## config.mk

```make
export PLATFORM = sky130hd
export DESIGN_NAME = spi_flash_reader
export DESIGN_NICKNAME = d
export VERILOG_FILES = /design/src/rtl/spi_pkg.sv /design/src/rtl/spi_clk_div.sv /design/src/rtl/spi_flash_reader.sv
export SDC_FILE = /design/constraint.sdc
export NUM_CORES = 1
export LEC_CHECK = 0
export ABC_AREA = 1
export CAP_MARGIN = 15
export CORE_AREA = 2 2 103 105
export CTS_CLUSTER_DIAMETER = 80
export DETAILED_ROUTE_END_ITERATION = 8
export DIE_AREA = 0 0 105 107
export HOLD_SLACK_MARGIN = 0.1
export PLACE_DENSITY = 0.69
export SLEW_MARGIN = 5
export SYNTH_ARGS = -nofsm -noshare
export SYNTH_HDL_FRONTEND = slang
export SYNTH_HIERARCHICAL = 1
export SYNTH_SLANG_ARGS = --single-unit
```

## constraint.sdc

```tcl
create_clock -name clk -period 2.1 [get_ports clk]
set_input_delay 0.315 -clock clk [delete_from_list [all_inputs] [get_ports clk]]
set_output_delay 0.315 -clock clk [all_outputs]
set_load 0.02 [all_outputs]
```

## src/rtl/spi_pkg.sv

```systemverilog
// Shared types and constants for the SPI NOR read responder.
// Latency: none (types only).
// Backpressure: not applicable; byte order is chosen in the top via SPI_BYTE_SWAP_EN.
package spi_pkg;

    typedef enum logic [2:0] {
        IDLE,
        SETUP,
        SHIFT,
        HOLD,
        ACK
    } spi_state_t;

    localparam int         SPI_BITS     = 64;
    localparam int         SPI_ADDR_W   = 24;
    localparam logic [7:0] SPI_READ_CMD = 8'h03;

    // Reverse byte order so the first byte read from flash ends up in [7:0].
    function automatic logic [31:0] byte_swap32(input logic [31:0] w);
        return {w[7:0], w[15:8], w[23:16], w[31:24]};
    endfunction

endpackage

```

## src/rtl/spi_clk_div.sv

```systemverilog
// SCLK generator: half-period divider producing an sclk level and rise/fall strobes.
// Latency: first rise_tick CLK_DIV cycles after en goes high; strobes last one cycle.
// Backpressure: none; dropping en clears the counter and forces sclk low on the next edge.
module spi_clk_div #(
    parameter int CLK_DIV = 2
) (
    input  logic clk,
    input  logic reset,
    input  logic en,
    output logic rise_tick,
    output logic fall_tick,
    output logic sclk
);
    localparam int CW = (CLK_DIV > 1) ? $clog2(CLK_DIV) : 1;

    logic [CW-1:0] cnt;
    logic          boundary;

    assign boundary  = en && (cnt == CW'(CLK_DIV - 1));
    assign rise_tick = boundary && !sclk;
    assign fall_tick = boundary && sclk;

    always_ff @(posedge clk) begin
        if (!reset || !en) begin
            cnt  <= '0;
            sclk <= 1'b0;
        end else if (boundary) begin
            cnt  <= '0;
            sclk <= !sclk;
        end else begin
            cnt  <= cnt + CW'(1);
        end
    end

endmodule

```

## src/rtl/spi_flash_reader.sv

```systemverilog
// SPI NOR word fetcher: READ cmd + 24-bit address, 32 data bits, mode 0; SPI_BYTE_SWAP_EN selects little-endian word.
// Latency: spi_ack rises 130*CLK_DIV+1 cycles after the request is accepted; falls 1 cycle after spi_enable drops.
// Backpressure: four-phase level handshake; requests taken only in IDLE with spi_ack low; spi_enable low mid-transfer aborts.
module spi_flash_reader
    import spi_pkg::*;
#(
    parameter int         CLK_DIV  = 2,
    parameter logic [7:0] READ_CMD = SPI_READ_CMD
) (
    input  logic                  clk,
    input  logic                  reset,
    input  logic                  spi_enable,
    input  logic [SPI_ADDR_W-1:0] spi_addr,
    output logic                  spi_ack,
    output logic [31:0]           spi_data,
    output logic                  spi_sclk,
    output logic                  spi_cs_n,
    output logic                  spi_mosi,
    input  logic                  spi_miso
);
    localparam int         PW       = $clog2(CLK_DIV + 1);
    localparam logic [5:0] LAST_BIT = 6'(SPI_BITS - 1);
    localparam logic [5:0] DATA_BIT = 6'(SPI_BITS / 2);

    spi_state_t    state;
    spi_state_t    state_nxt;
    logic [PW-1:0] phase_cnt;
    logic [5:0]    bit_cnt;
    logic [31:0]   shift_out;
    logic [31:0]   shift_in;
    logic [31:0]   rx_word;
    logic          miso_s1;
    logic          miso_s2;
    logic          div_en;
    logic          rise_tick;
    logic          fall_tick;
    logic          data_phase;

    assign div_en     = (state == SHIFT) && spi_enable;
    assign data_phase = (bit_cnt >= DATA_BIT);
    assign spi_mosi   = !spi_cs_n && !data_phase && shift_out[31];

`ifdef SPI_BYTE_SWAP_EN
    assign rx_word = byte_swap32(shift_in);
`else
    assign rx_word = shift_in;
`endif

    spi_clk_div #(
        .CLK_DIV(CLK_DIV)
    ) u_clk_div (
        .clk      (clk),
        .reset    (reset),
        .en       (div_en),
        .rise_tick(rise_tick),
        .fall_tick(fall_tick),
        .sclk     (spi_sclk)
    );

    always_comb begin
        state_nxt = state;
        case (state)
            IDLE:  if (spi_enable && !spi_ack) state_nxt = SETUP;
            SETUP: begin
                if (!spi_enable)                            state_nxt = IDLE;
                else if (phase_cnt == PW'(CLK_DIV - 1))     state_nxt = SHIFT;
            end
            SHIFT: begin
                if (!spi_enable)                            state_nxt = IDLE;
                else if (fall_tick && bit_cnt == LAST_BIT)  state_nxt = HOLD;
            end
            // HOLD runs one cycle past the low half-period so ack lands 130*CLK_DIV+1 after accept.
            HOLD: begin
                if (!spi_enable)                            state_nxt = IDLE;
                else if (phase_cnt == PW'(CLK_DIV))         state_nxt = ACK;
            end
            ACK:   if (!spi_enable) state_nxt = IDLE;
            default: state_nxt = IDLE;
        endcase
    end

    always_ff @(posedge clk) begin
        if (!reset) begin
            state     <= IDLE;
            phase_cnt <= '0;
            bit_cnt   <= '0;
            shift_out <= '0;
            shift_in  <= '0;
            miso_s1   <= 1'b0;
            miso_s2   <= 1'b0;
            spi_cs_n  <= 1'b1;
            spi_ack   <= 1'b0;
            spi_data  <= '0;
        end else begin
            state   <= state_nxt;
            miso_s1 <= spi_miso;
            miso_s2 <= miso_s1;

            if (state_nxt == state && (state == SETUP || state == HOLD))
                phase_cnt <= phase_cnt + PW'(1);
            else
                phase_cnt <= '0;

            case (state)
                IDLE: begin
                    if (state_nxt == SETUP) begin
                        shift_out <= {READ_CMD, spi_addr};
                        shift_in  <= '0;
                        bit_cnt   <= '0;
                        spi_cs_n  <= 1'b0;
                    end
                end
                SHIFT: begin
                    if (rise_tick && data_phase)
                        shift_in <= {shift_in[30:0], miso_s2};
                    if (fall_tick) begin
                        shift_out <= {shift_out[30:0], 1'b0};
                        if (bit_cnt != LAST_BIT)
                            bit_cnt <= bit_cnt + 6'd1;
                    end
                end
                HOLD: begin
                    if (state_nxt == ACK) begin
                        spi_cs_n <= 1'b1;
                        spi_ack  <= 1'b1;
                        spi_data <= rx_word;
                    end
                end
                ACK: begin
                    if (!spi_enable)
                        spi_ack <= 1'b0;
                end
                default: ;
            endcase

            // Any return to IDLE (completion or abort) releases the bus; spi_data is left alone.
            if (state_nxt == IDLE && state != IDLE) begin
                spi_cs_n <= 1'b1;
                bit_cnt  <= '0;
            end
        end
    end

endmodule

```

# Word-level counts from Yosys, hierarchy flattened
# Cells that the tools add are included.
# totals
register_bits	113
memories	0
mem_bits_ro	0
inputBits	28
latch_bits	0
ram_bits	0
elab_cells	92
# op_classes
shifts	0
div	0
eq_ne	17
n_reduce_logical	34
n_mux	24
multipliers	0
order_cmp	1
bitwise	1
add_sub_neg	3
# ops
op	count
32-bit 2-to-1 mux	4
32-bit one-hot mux with 2 select lines	2
3-bit 2-to-1 mux	8
6-bit 2-to-1 mux	3
3-bit one-hot mux with 5 select lines	1
6-bit one-hot mux with 2 select lines	1
3-bit AND reduction	4
1-bit logical AND	11
6-bit by 1-bit adder with 6-bit output (second input constant)	1
3-bit by 1-bit equality test with 1-bit output (second input constant)	2
3-bit by 2-bit equality test with 1-bit output (second input constant)	2
3-bit equality test (second input constant)	2
6-bit equality test (second input constant)	1
6-bit >= comparator (second input constant)	1
1-bit zero test	6
3-bit zero test	2
2-bit by 1-bit inequality test with 1-bit output (second input constant)	3
2-bit inequality test (second input constant)	3
6-bit inequality test (second input constant)	1
2-bit nonzero test	3
1-bit one-hot mux with 2 select lines	2
2-bit AND reduction	2
4-bit AND reduction	1
2-bit OR reduction	2
9 further kinds	12

# Logic depth before layout (Yosys ltp)
# Gate-level depths: netlist of the first run.
# logic_depth
depth_word	11
ltp_mapped	16
depth_no_buf	13

# By module
# Netlist of the first run, hierarchy kept.
# by_module_without_submodules
mod	cells_each	n_inst	area_per_inst_um2
spi_flash_reader	585	1	4390.5
spi_clk_div	13	1	93.8

# Worst setup path after synthesis of the first run
# Ideal clock, no wire load.
# synth_timing
path_kind	register -> register
from	reg state[2]
to	reg shift_in[11] (netlist: rx_word[11])
arrival_ps	2031
period_less_slack_ps	2101
stages_incl_launch_ff	15
t_required_ps	2030
path_slack_ps	-1
path_cell_list	dfxtp_1 > nor2_2 > nand2_2 > clkinv_1 > buf_2 > buf_1 > nand2_1 > inv_1 > nand2_2 > nor2_1 > nand2_1 > o21ai_4 > buf_2 > o21ai_0 > a21oi_1
# synth_rtl
item	line	text
from (decl)	spi_flash_reader.sv:25	spi_state_t state;
from (signal assigned)	spi_flash_reader.sv:95	state <= state_nxt;
3-bit by 2-bit equality test with 1-bit output	spi_flash_reader.sv:39	assign div_en = (state == SHIFT) && spi_enable;
1-bit logical AND	spi_flash_reader.sv:39	
via div_en	spi_flash_reader.sv:34	logic div_en;
1-bit logical AND	spi_clk_div.sv:19	assign boundary = en && (cnt == CW'(CLK_DIV - 1));
1-bit logical AND	spi_clk_div.sv:20	assign rise_tick = boundary && !sclk;
via rise_tick	spi_flash_reader.sv:35	logic rise_tick;
1-bit logical AND	spi_flash_reader.sv:114	if (rise_tick && data_phase)
2-bit by 1-bit inequality test with 1-bit output (no line)	-	
3-bit AND reduction (no line)	-	
to (signal assigned)	spi_flash_reader.sv:115	shift_in <= {shift_in[30:0], miso_s2};
to (decl)	spi_flash_reader.sv:30	logic [31:0] shift_in;
# The timed path passes the listed nets, and every way through them passes these cells.
# A chain may end at the register's enable or synchronous reset.

# Worst setup path after layout of the first run
# layout_timing
from	reg state[2]
to	reg shift_in[26] (netlist: rx_word[26])
# The elaborated chain is that of the path after synthesis.

==> results of run 1 <==
-- final cells by class --
cell class	count	area [sq um]	share of cell area, %
clock buffer	20	445.4	7.679
timing repair buffer	72	754.5	13.01
inverter	30	112.6	1.941
sequential	113	2262	39.00
clock inverter	12	132.6	2.286
multi-input combinational	415	1923	33.15
tap	136	170.2	2.934
-- worst register-to-register path, delay by kind of cell (launching register included) --
kind,cells,cell delay (ns)
and+or+nand+nor,6,0.58
AOI/OAI and AO/OA,3,0.46
DFF,1,0.37
buffers and inverters,3,0.39
-- report_power, final --
part | switching, mW | internal, mW
Combinational | 0.189 | 0.145
Clock | 0.999 | 1.75
Sequential | 0.0634 | 2.26
-- metal layers --
metal,vias to the layer above,wire (um)
met5,-,0
met4,0,175
met3,19,429
met2,97,4363
met1,1783,4103
li1,2082,-
-- state kept, by name, indices dropped and copies added, names as in the netlist --
register        cells
u_clk_div/sclk      1
bit_cnt             6
spi_cs_n            1
state               3
miso_s2             1
phase_cnt           2
spi_data           32
shift_out          32
spi_ack             1
miso_s1             1
u_clk_div/cnt       1
rx_word            32
-- synth_stat cells --
cell type,instances,area share (%)
a221oi_1,1,0.20
o21bai_1,2,0.33
clkbuf_1,20,1.7
or2_1,1,0.14
a31oi_1,23,3.2
clkbuf_2,1,0.11
inv_1,25,2.1
ha_1,4,1.1
a21oi_1,45,5.0
xnor2_1,2,0.39
clkinv_1,2,0.17
nand4_1,1,0.14
o21ai_0,90,10
nand3_1,12,1.3
inv_2,3,0.25
buf_6,2,0.50
buf_1,1,0.084
buf_2,16,1.8
nor2_2,2,0.28
nor3_1,3,0.33
nor2_1,89,7.4
o21ai_4,1,0.36
nand2_2,5,0.70
nand2_1,121,10
o21ai_1,10,1.1
nor2_4,1,0.25
dfxtp_1,113,50
or2_2,1,0.14
o21ai_2,1,0.20
-- worst max path at each step --
stage          startpoint     endpoint  slack (ns)  cells past startpoint
4_1_cts           spi_ack      spi_ack        0.22                      1
3_5_place_dp   spi_enable   bit_cnt[0]      -0.009                     11
3_3_place_gp   spi_enable   bit_cnt[0]       0.005                     11
6_report         state[2]  rx_word[26]        0.23                     12
5_1_grt          state[2]   bit_cnt[3]        0.02                     13
2_1_floorplan    state[2]   bit_cnt[0]        0.06                     15
-- per-stage QoR --
step	hold WS (ns)	util (%)	cells	setup TNS [ns]	worst slack (ns)
3_5_place_dp	0.3990	51.76	766	-0.01621	-0.008906
2_1_floorplan	0.3905	-	598	0	0.06254
6_report	0.2715	57.48	798	0	0.2314
5_1_grt	0.3020	57.48	798	0	0.02397
4_1_cts	0.2698	57.48	798	0	0.2239
3_3_place_gp	0.3950	51.76	766	0	0.005367
-- cell families (layout without fill, tap and decap cells) --
kind of cell / count (synthesis) / in the layout / synth area share, %
buf+inv: 70 / 134 / 6.668
simple gates: 236 / 236 / 20.90
fa+ha+maj: 4 / 4 / 1.116
flops: 113 / 113 / 50.45
xor+xnor: 2 / 2 / 0.3907
compound gates: 173 / 173 / 20.48
==> metrics.md, run 1 <==
| Metric | Value |
|---|---|
| Hold buffer count at CTS | `0` |
| Die area | `11,240 sq um` |
| Synth warnings | `6` |
| Worst reg-to-reg path cell count | `12` |
| R2R Path End | `rx_word[26]` |
| Setup Crit Path Kind | `reg2reg` |
| GPL Wtd Cong | `0.8224` |
| Post-DR wirelength/cell | `11.37 um` |
| Mapped Cells | `598` |
| CP cell instances | `nor2_2 -> nand2_2 -> inv_2 -> nand2_1 -> inv_1 -> nand2_2 -> nor2_1 -> nand2_1 -> o21ai_4 -> buf_12 -> o21ai_0 -> a21oi_1` |
| Vias in the first global route | `3,640` |
| # Post-CTS Setup Buffers | `0` |
| Required @ worst endpoint | `2.54 ns` |
| Rows | `37` |
| Max-cap violations | `0` |
| Total Power | `5.405 mW` |
| Fraction of the cycle the final worst path needs | `88.98%` |
| Pin count of the biggest net entering global routing | `102` |
| # IOs | `64` |
| Post-synthesis cell area | `4484 sq um` |
| TritonCTS Buffers | `17` |
| Filler cell count | `954` |
| Synth-to-Final Area Change | `29.35%` |
| M2 GR Usage | `30.10%` |
| Number of synthesized register bits | `113` |
| Routed Antenna Nets | `0` |
| GRT Util Overall | `17.13%` |
| Htree depth | `4` |
| Reg2Reg Setup Slack | `0.23 ns` |
| Worst skew pair latency | `0.51 ns` |
| Worst Setup Start Kind | `flip-flop` |
| CTS tree | `yes` |
| Max Slew Vio Count | `0` |
| Worst Hold Launch | `reset` |
| Crit path time final | `1.869 ns` |
| Critical R2R Launch | `state[2]` |
| First-pass GRT wire length | `15,610 um` |
| RSZ-0062 raised after global routing | `false` |
| Critical Path Fanout Max | `64` |
| Antenna cell count | `0` |
| Die height | `107 um` |
| Clk pin slew, worst setup/hold paths | `0.06 ns` |
| DRT iter0 DRCs | `177` |
| Slowest CP cell | `dfxtp_1` |
| Worst slew margin relative to its limit | `75.42%` |
| Hold Crit Class | `in2reg` |
| Starting density of the core | `44.43%` |
| Routed vias/inst | `4.989` |
| Final hold viol count | `0` |
| Fin nets | `681` |
| Pre-antenna DRT Iters | `4` |
| Worst-Margin Slew | `0.3686 ns` |
| Leak pwr | `2.195 nW` |
| Detailed placer's ending HPWL | `5683 um` |
| Die X | `105 um` |
| Clk_skew | `0.005157 ns` |
| Crit path DAT | `2.30 ns` |
| DRC | `0` |
| Routed vias | `3,981` |
| Dpl cell area | `5224 sq um` |
| Power density over the cells | `931.8 nW/um^2` |
| Hold Path Sink | `spi_cs_n` |
| Longest Clk Path Bufs | `2` |
| Peak Freq | `535.1 MHz` |
| Setup Viol. Count Final | `0` |
| Syn_nets | `630` |
| Port-buffer cells | `63` |
| CORE AREA | `10,090 sq um` |
| CP Capture Type | `flip-flop` |
| Grt total ovfl | `0` |
| Outcome | `completed` |
| Peak VDD IR | `0.0006108 V` |
| Mean area per synthesized cell | `7.499 sq um` |
| CP bufs+invs | `3` |
| Sequential fraction of the synthesis area | `50.45%` |
| Post-route cell area | `5801 sq um` |
| GRT busiest layer | `met2` |
| Met3 Use GR | `4.498%` |
| Root cell of the clock tree | `clkbuf_8` |
| Met1 track demand over resource | `19.27%` |
| Most frequent cells in the layout | `nand2_1, dfxtp_1, o21ai_0` |
| Netlist cell types | `29` |
| Initial antenna violation count | `0` |
| Clk sinks | `113` |
| Post-CTS sizing | `1` |
| Critical path's top delay family | `simple AND/OR/NAND/NOR gates` |
| Layout cell share with drive strength beyond 1 | `8.459%` |
| Hold path depth | `3` |
| Final WL | `9071 um` |
| Critical Path Max Stage Delay | `0.37 ns` |
| Most common cell after layout, fill and taps aside | `nand2_1` |
Note: power is estimated with default switching activity, not from simulation.
==> run 2, diff against run 1 <==
- CAP_MARGIN: 15 -> 20
==> results of run 2 <==
Same layout as run 1: the final DEF is identical, and so are final timing and power.
